==> src/rtl/ram_window_sequencer.sv <==
// Burst sequencer and window probe for the disparity line-buffer RAM.
// It drives the RAM clock-enable and the left/right pixel addresses in three
// modes: single step, single line, or free run. It tracks the column/row
// position across a frame. It also captures one element of each pixel window
// into hold registers, which the board can read out.
module ram_window_sequencer #(
  parameter int LINE_W  = 640,
  parameter int N_LINES = 480,
  parameter int WIN     = 5,
  parameter int PIX_W   = 8,
  parameter int ADDR_W  = $clog2(LINE_W * N_LINES),
  parameter int SEL_W   = $clog2(WIN),
  parameter int DISP_W  = 7,
  localparam int COL_W  = $clog2(LINE_W),
  localparam int ROW_W  = $clog2(N_LINES)
) (
  input  logic                     clk,
  input  logic                     rst_n,
  input  logic                     i_step,
  input  logic                     i_line,
  input  logic                     i_run,
  input  logic                     i_freeze,
  input  logic [DISP_W-1:0]        i_disp,
  input  logic [SEL_W-1:0]         i_sel_row,
  input  logic [SEL_W-1:0]         i_sel_col,
  input  logic [WIN*WIN*PIX_W-1:0] i_win_l,
  input  logic [WIN*WIN*PIX_W-1:0] i_win_r,
  output logic                     o_clken,
  output logic [ADDR_W-1:0]        o_addr_l,
  output logic [ADDR_W-1:0]        o_addr_r,
  output logic [COL_W-1:0]         o_col,
  output logic [ROW_W-1:0]         o_row,
  output logic [PIX_W-1:0]         o_hold_l,
  output logic [PIX_W-1:0]         o_hold_r,
  output logic                     o_busy,
  output logic                     o_frame_done
);

  localparam int CMP_W = (COL_W > DISP_W) ? COL_W : DISP_W;
  localparam logic [COL_W-1:0] LAST_COL = COL_W'(LINE_W - 1);
  localparam logic [ROW_W-1:0] LAST_ROW = ROW_W'(N_LINES - 1);

  typedef enum logic [1:0] {S_IDLE, S_LINE, S_RUN} state_t;

  state_t state, state_nxt;
  logic   step_q, step_d, line_q, line_d;
  logic   step_rise, line_rise;
  logic   clken_nxt, clken_d;
  logic   eol;

  logic [ADDR_W-1:0] row_base, row_base_nxt;
  logic [COL_W-1:0]  col_nxt;
  logic [ROW_W-1:0]  row_nxt;
  logic              frame_wrap;
  logic [CMP_W-1:0]  col_ext, disp_ext, off_r;
  logic [PIX_W-1:0]  pick_l, pick_r;

  assign step_rise = step_q & ~step_d;
  assign line_rise = line_q & ~line_d;
  assign eol       = o_clken && (o_col == LAST_COL);

  // Register the keys, then keep a delayed copy of each for rising-edge detection.
  // NOTE: sequential state always uses non-blocking assignments, so every flop samples pre-edge values.
  always_ff @(posedge clk or negedge rst_n) begin
    if (!rst_n) begin
      step_q <= 1'b0;
      step_d <= 1'b0;
      line_q <= 1'b0;
      line_d <= 1'b0;
    end else begin
      step_q <= i_step;
      step_d <= step_q;
      line_q <= i_line;
      line_d <= line_q;
    end
  end

  // FSM state register, plus the registered clock-enable and its one-cycle delay.
  always_ff @(posedge clk or negedge rst_n) begin
    if (!rst_n) begin
      state   <= S_IDLE;
      o_clken <= 1'b0;
      clken_d <= 1'b0;
    end else begin
      state   <= state_nxt;
      o_clken <= clken_nxt;
      clken_d <= o_clken;
    end
  end

  // Next-state logic. Key edges are only honoured in IDLE. Bursts leave only at end of line.
  // NOTE: each combinational block assigns a default first, so no latch is inferred.
  always_comb begin
    state_nxt = state;
    case (state)
      S_IDLE: begin
        if (i_run)          state_nxt = S_RUN;
        else if (line_rise) state_nxt = S_LINE;
      end
      S_LINE:  if (eol)           state_nxt = S_IDLE;
      S_RUN:   if (eol && !i_run) state_nxt = S_IDLE;
      default: state_nxt = S_IDLE;
    endcase
  end

  // Output logic: enable whenever a burst continues, or for one step taken in IDLE.
  always_comb begin
    clken_nxt = (state_nxt != S_IDLE) || ((state == S_IDLE) && step_rise);
    o_busy    = (state != S_IDLE);
  end

  // Position advance on an enable cycle. The row base is stepped by LINE_W, so no multiplier is needed.
  always_comb begin
    col_nxt      = o_col;
    row_nxt      = o_row;
    row_base_nxt = row_base;
    frame_wrap   = 1'b0;
    if (o_clken) begin
      if (o_col == LAST_COL) begin
        col_nxt = '0;
        if (o_row == LAST_ROW) begin
          row_nxt      = '0;
          row_base_nxt = '0;
          frame_wrap   = 1'b1;
        end else begin
          row_nxt      = o_row + 1'b1;
          row_base_nxt = row_base + ADDR_W'(LINE_W);
        end
      end else begin
        col_nxt = o_col + 1'b1;
      end
    end
    col_ext  = CMP_W'(col_nxt);
    disp_ext = CMP_W'(i_disp);
    off_r    = (col_ext >= disp_ext) ? (col_ext - disp_ext) : '0;
  end

  // Position and address registers. Addresses are refreshed every cycle, so a changed offset shows up while idle.
  always_ff @(posedge clk or negedge rst_n) begin
    if (!rst_n) begin
      o_col        <= '0;
      o_row        <= '0;
      row_base     <= '0;
      o_addr_l     <= '0;
      o_addr_r     <= '0;
      o_frame_done <= 1'b0;
    end else begin
      o_col        <= col_nxt;
      o_row        <= row_nxt;
      row_base     <= row_base_nxt;
      o_addr_l     <= row_base_nxt + ADDR_W'(col_nxt);
      o_addr_r     <= row_base_nxt + ADDR_W'(off_r);
      o_frame_done <= frame_wrap;
    end
  end

  // Window element mux. A select outside the window yields zero.
  always_comb begin
    pick_l = '0;
    pick_r = '0;
    for (int r = 0; r < WIN; r++) begin
      for (int c = 0; c < WIN; c++) begin
        if (i_sel_row == SEL_W'(r) && i_sel_col == SEL_W'(c)) begin
          pick_l = i_win_l[(r*WIN+c)*PIX_W +: PIX_W];
          pick_r = i_win_r[(r*WIN+c)*PIX_W +: PIX_W];
        end
      end
    end
  end

  // Capture the selected element in the cycle after an enable, when the RAM output is valid, unless frozen.
  always_ff @(posedge clk or negedge rst_n) begin
    if (!rst_n) begin
      o_hold_l <= '0;
      o_hold_r <= '0;
    end else if (clken_d && !i_freeze) begin
      o_hold_l <= pick_l;
      o_hold_r <= pick_r;
    end
  end

endmodule

==> config.mk <==
export PLATFORM = sky130hd
export DESIGN_NAME = ram_window_sequencer
export DESIGN_NICKNAME = d
export VERILOG_FILES = /design/src/rtl/ram_window_sequencer.sv
export SDC_FILE = /design/constraint.sdc
export NUM_CORES = 1
export LEC_CHECK = 0
export BUFFER_PORTS_ARGS = -buffer_cell sky130_fd_sc_hd__buf_2
export CORE_AREA = 2 2 192 194
export CTS_CLUSTER_DIAMETER = 100
export CTS_CLUSTER_SIZE = 24
export DETAILED_ROUTE_END_ITERATION = 12
export DIE_AREA = 0 0 194 196
export GPL_ROUTABILITY_DRIVEN = 1
export SLEW_MARGIN = 25
export SYNTH_ARGS = -nofsm -noshare
export SYNTH_HDL_FRONTEND = slang
export SYNTH_SLANG_ARGS = --single-unit
==> constraint.sdc <==
create_clock -name clk -period 5.9 [get_ports clk]
set_clock_uncertainty 0.05 [all_clocks]
set_input_delay 1.18 -clock clk [delete_from_list [all_inputs] [get_ports clk]]
set_output_delay 1.18 -clock clk [all_outputs]
set_load 0.1 [all_outputs]
==> summary.txt <==
STA
  • Maximum clock frequency: 190.9 MHz
  • Final Hold Viols: 0
  • Count of final max-slew check failures: 0
  • Minimum clock period: 5239 ps
  • Worst-margin pin slew: 1097 ps
  • RSZ-0062 raised after global routing: false
  • Final Cycle Share: ~89%
  • Setup TNS: 0 ps
  • Min Hold Slack: 339.8 ps
  • Final setup vio count: 0
  • Rel. slew slack: between 20% and 30%

Layout
  • Commonest cells after routing, fill and taps aside: buf_2, nand2_1, dfrtp_1
  • Fill cells: 3872
  • Commonest non-fill, non-tap cell in the layout: buf_2
  • Area of the multi-input gates: 5983 sq um
  • NumNets Final: between 1500 and 2000
  • Synthesis-to-layout area growth: 39.02%
  • Non-Filler Instances: 2016
  • Register area: about 2500 sq um
  • Share of layout cells above drive strength 1: ~40%
  • Fin util: ~34%

Synth
  • Average cell area after synthesis: 8.351 sq um
  • Synth Register Bits: 101
  • Number of flops mapped to enable cells by yosys: 0
  • Area leader, netlist: dfrtp_1
  • Cell area after synthesis: 8843 sq um
  • Mapped Cells: approximately 1100
  • Ys Warns: 0
  • Post-synth ARST share: 100.0%
  • Ys flop type: dfrtp_1
  • Synth top area cells: dfrtp_1, mux4_2, o21ai_0
  • Share of the synthesized area in the top cell type: 28.58%
  • Cell variety after synth: between 90 and 100
  • Synth Net Count: 1511
  • Seq/Total Area, Yosys: 28.58%

GRT
  • Pin count of the biggest net entering global routing: 64
  • GRT Total Usage: 26.03%
  • Grt ovf: 0
  • First-pass GRT wire length: 73.49 mm
  • Initial antenna violation count: 18
  • Vias in the first global route: 11140

Floorplanning
  • Floorplan core area: 36080 sq um
  • Die Y: 196 um
  • I/O pin cnt: 495
  • Die ar.: 38020 sq um
  • Cell row count: 70
  • Initial Util: 24.51%
  • Chip width: 194 um

CTS
  • Setup bufs post-CTS: 0
  • H-tree depth: 3
  • Latest clock arrival within the worst-skew pair: 360 ps
  • Num CTS Buffers: 9
  • Hold Buf Count CTS: 0
  • Clk sinks: 101
  • Bufs on Longest Clock Path: 2
  • CTS tree: built
  • Clk slew on worst S/H paths: roughly 80 ps
  • CTS Root Cell: clkbuf_16

Min path
  • Hold path cells: 0
  • Worst Hold Launch: line_q
  • Worst Hold Path EP: line_d
  • Worst hold path type: flop to flop

Routing
  • Antenna viol nets, final: 0
  • Via density: approximately 5.5
  • DR iter-0 viols: around 900
  • Routed Wire Length: 51.78 mm
  • Routed len/inst: 25.69 um
  • Remaining DRCs: 0
  • Vias: 11140
  • DR pass1 iterations: 5

Worst setup path
  • Worst Path Arrival: 5470 ps
  • Reg2reg setup slack: 660 ps
  • Setup crit start kind: flop
  • R2r worst-path depth: 22
  • Worst-path maximum fanout: 5
  • Setup Crit Path Kind: flop to flop
  • Crit path required time: roughly 6000 ps
  • Worst r2r src: o_col[0]
  • Reg2reg end: o_addr_r[16]
  • Crit end category: flop

Pwr
  • Clock power share: 19.0%
  • PwrDens: roughly 270 nW/um^2
  • Gate power share: 55.4%
  • Switching share of total power: about half
  • Seq pwr share: 25.7%
  • Peak VDD IR: between 0.0003 and 0.0004 V
  • Leakage: 0.005939 uW
  • Switch Pwr: 1659 uW
  • Internal Power: 1627 uW
  • Post-layout power: 3285 uW

Placement
  • Routability Congestion: 0.9930
  • Cells after DPL: 1989
  • Hpwl dp: about 43 mm
  • Input/output buffers: ~490

Outcome
  • Status: finished clean

Flow run
  • Max Cap Violations: 0
-- flip-flops by register name (all words and copies together), names as in the netlist --
signal        flops
clken_d           1
o_clken           1
o_frame_done      1
line_d            1
row_base         19
o_col            10
state             2
o_row             9
o_hold_l          8
o_addr_l         19
step_d            1
line_q            1
o_addr_r         19
o_hold_r          8
step_q            1
-- worst max-delay path: stages, from the launching register on --
cell and delay (ps):
dfrtp_1 430, ha_1 260, and4b_1 270, nand3_1 220, and2_1 310, inv_1 90
fa_1 420, nor2b_1 150, o21ai_0 120, a21boi_0 240, o21ai_0 170, o211ai_1 140
a211oi_2 140, or2_2 330, fa_1 440, nor2b_1 140, o21a_1 140, o211ai_1 120
a31oi_1 340, a221oi_1 160, buf_4 180, nor3_1 170, xnor2_1 150
-- layer usage --
| metal | part of all wire, % | GRT usage [%] | vias to the layer above |
|---|---|---|---|
| li1 | - | - | 5020 |
| met1 | 40 | 32.71 | 5381 |
| met2 | 49 | 45.16 | 636 |
| met3 | 8.5 | 4.968 | 99 |
| met4 | 2.8 | 7.856 | 6 |
| met5 | 0.066 | 0 | - |
-- cells by family (layout without fill, tap and decap cells) --
| kind of cell | count (synthesis) | count (layout) | synth area share [%] |
|---|---|---|---|
| xor gates and xnor gates | 44 | 44 | 4.358 |
| DFF | 101 | 101 | 28.58 |
| buffers and inverters | 96 | 574 | 4.344 |
| AOI/OAI and AO/OA | 371 | 371 | 28.11 |
| and+or+nand+nor | 361 | 361 | 20.61 |
| adders and majority gates | 33 | 33 | 4.924 |
| other | 0 | 11 | 0 |
| muxes | 53 | 53 | 9.069 |
-- what timing repair did --
action | in CTS | in global routing
endpoints found under the setup margin | 0 | 3
hold endpoints to repair | 0 | 0
resized for setup | 0 | 1
-- stage by stage --
step	setup WS, ps	instance area (sq um)
global route	120.9	12290
CTS	530.8	12260
detailed placement	506.1	11950
floorplan	205.4	8843
global placement	577.1	11950
finish	660.9	12290
-- layout make-up --
| cell class | instances | area share (%) |
|---|---|---|
| Timing Repair Buffer | 531 | 22.43 |
| Sequential cell | 101 | 20.56 |
| Multi-Input combinational cell | 862 | 48.67 |
| Antenna cell | 11 | 0.2239 |
| Inverter | 27 | 0.8243 |
| Tap cell | 468 | 4.763 |
| Clock buffer | 9 | 1.832 |
| Clock inverter | 7 | 0.7022 |
-- cells in the mapped netlist (4+ instances only) --
cell and instances:
o31ai_1 8, o22ai_1 27, buf_1 6, nand3_1 29
or2_2 5, mux2_2 13, nor3_1 25, nor3b_1 7
a222oi_1 6, or3_1 8, and2_1 12, o41ai_1 5
dfrtp_1 101, o21ai_0 82, a21oi_1 77, nor4_1 7
clkbuf_1 56, o211ai_1 14, ha_1 30, o21bai_1 4
buf_2 4, a211oi_1 10, nand2b_1 8, nor2b_1 10
and3_1 10, o221ai_1 13, mux2i_1 19, nand4_1 10
a221o_1 8, nor4b_1 7, a221oi_1 26, a22oi_1 24
xnor2_1 33, o21a_1 6, nor2_1 88, a21o_1 8
xor2_1 11, mux4_2 20, a31oi_1 15, nand2_1 105
inv_1 25
-- power by group through the flow --
stage	combinational [uW]	sequential (uW)	clock, uW
4_1_cts	1810	843	642
6_report	1820	844	623
3_3_place_gp	1790	849	0
2_1_floorplan	683	1450	0
3_5_place_dp	1800	852	0
5_1_grt	1950	853	673
-- worst max-delay path by stage --
stage / to / startpoint / slack [ps]
after global routing: o_addr_r[16] / o_col[0] / 120
after global placement: o_addr_r[16] / i_disp[2] / 580
after floorplan: o_addr_r[16] / o_col[0] / 210
final: o_addr_r[16] / o_col[0] / 660
after CTS: o_addr_r[16] / o_col[0] / 530
after detailed placement: o_addr_r[16] / o_col[0] / 510
(Power assumes the default switching activity.)
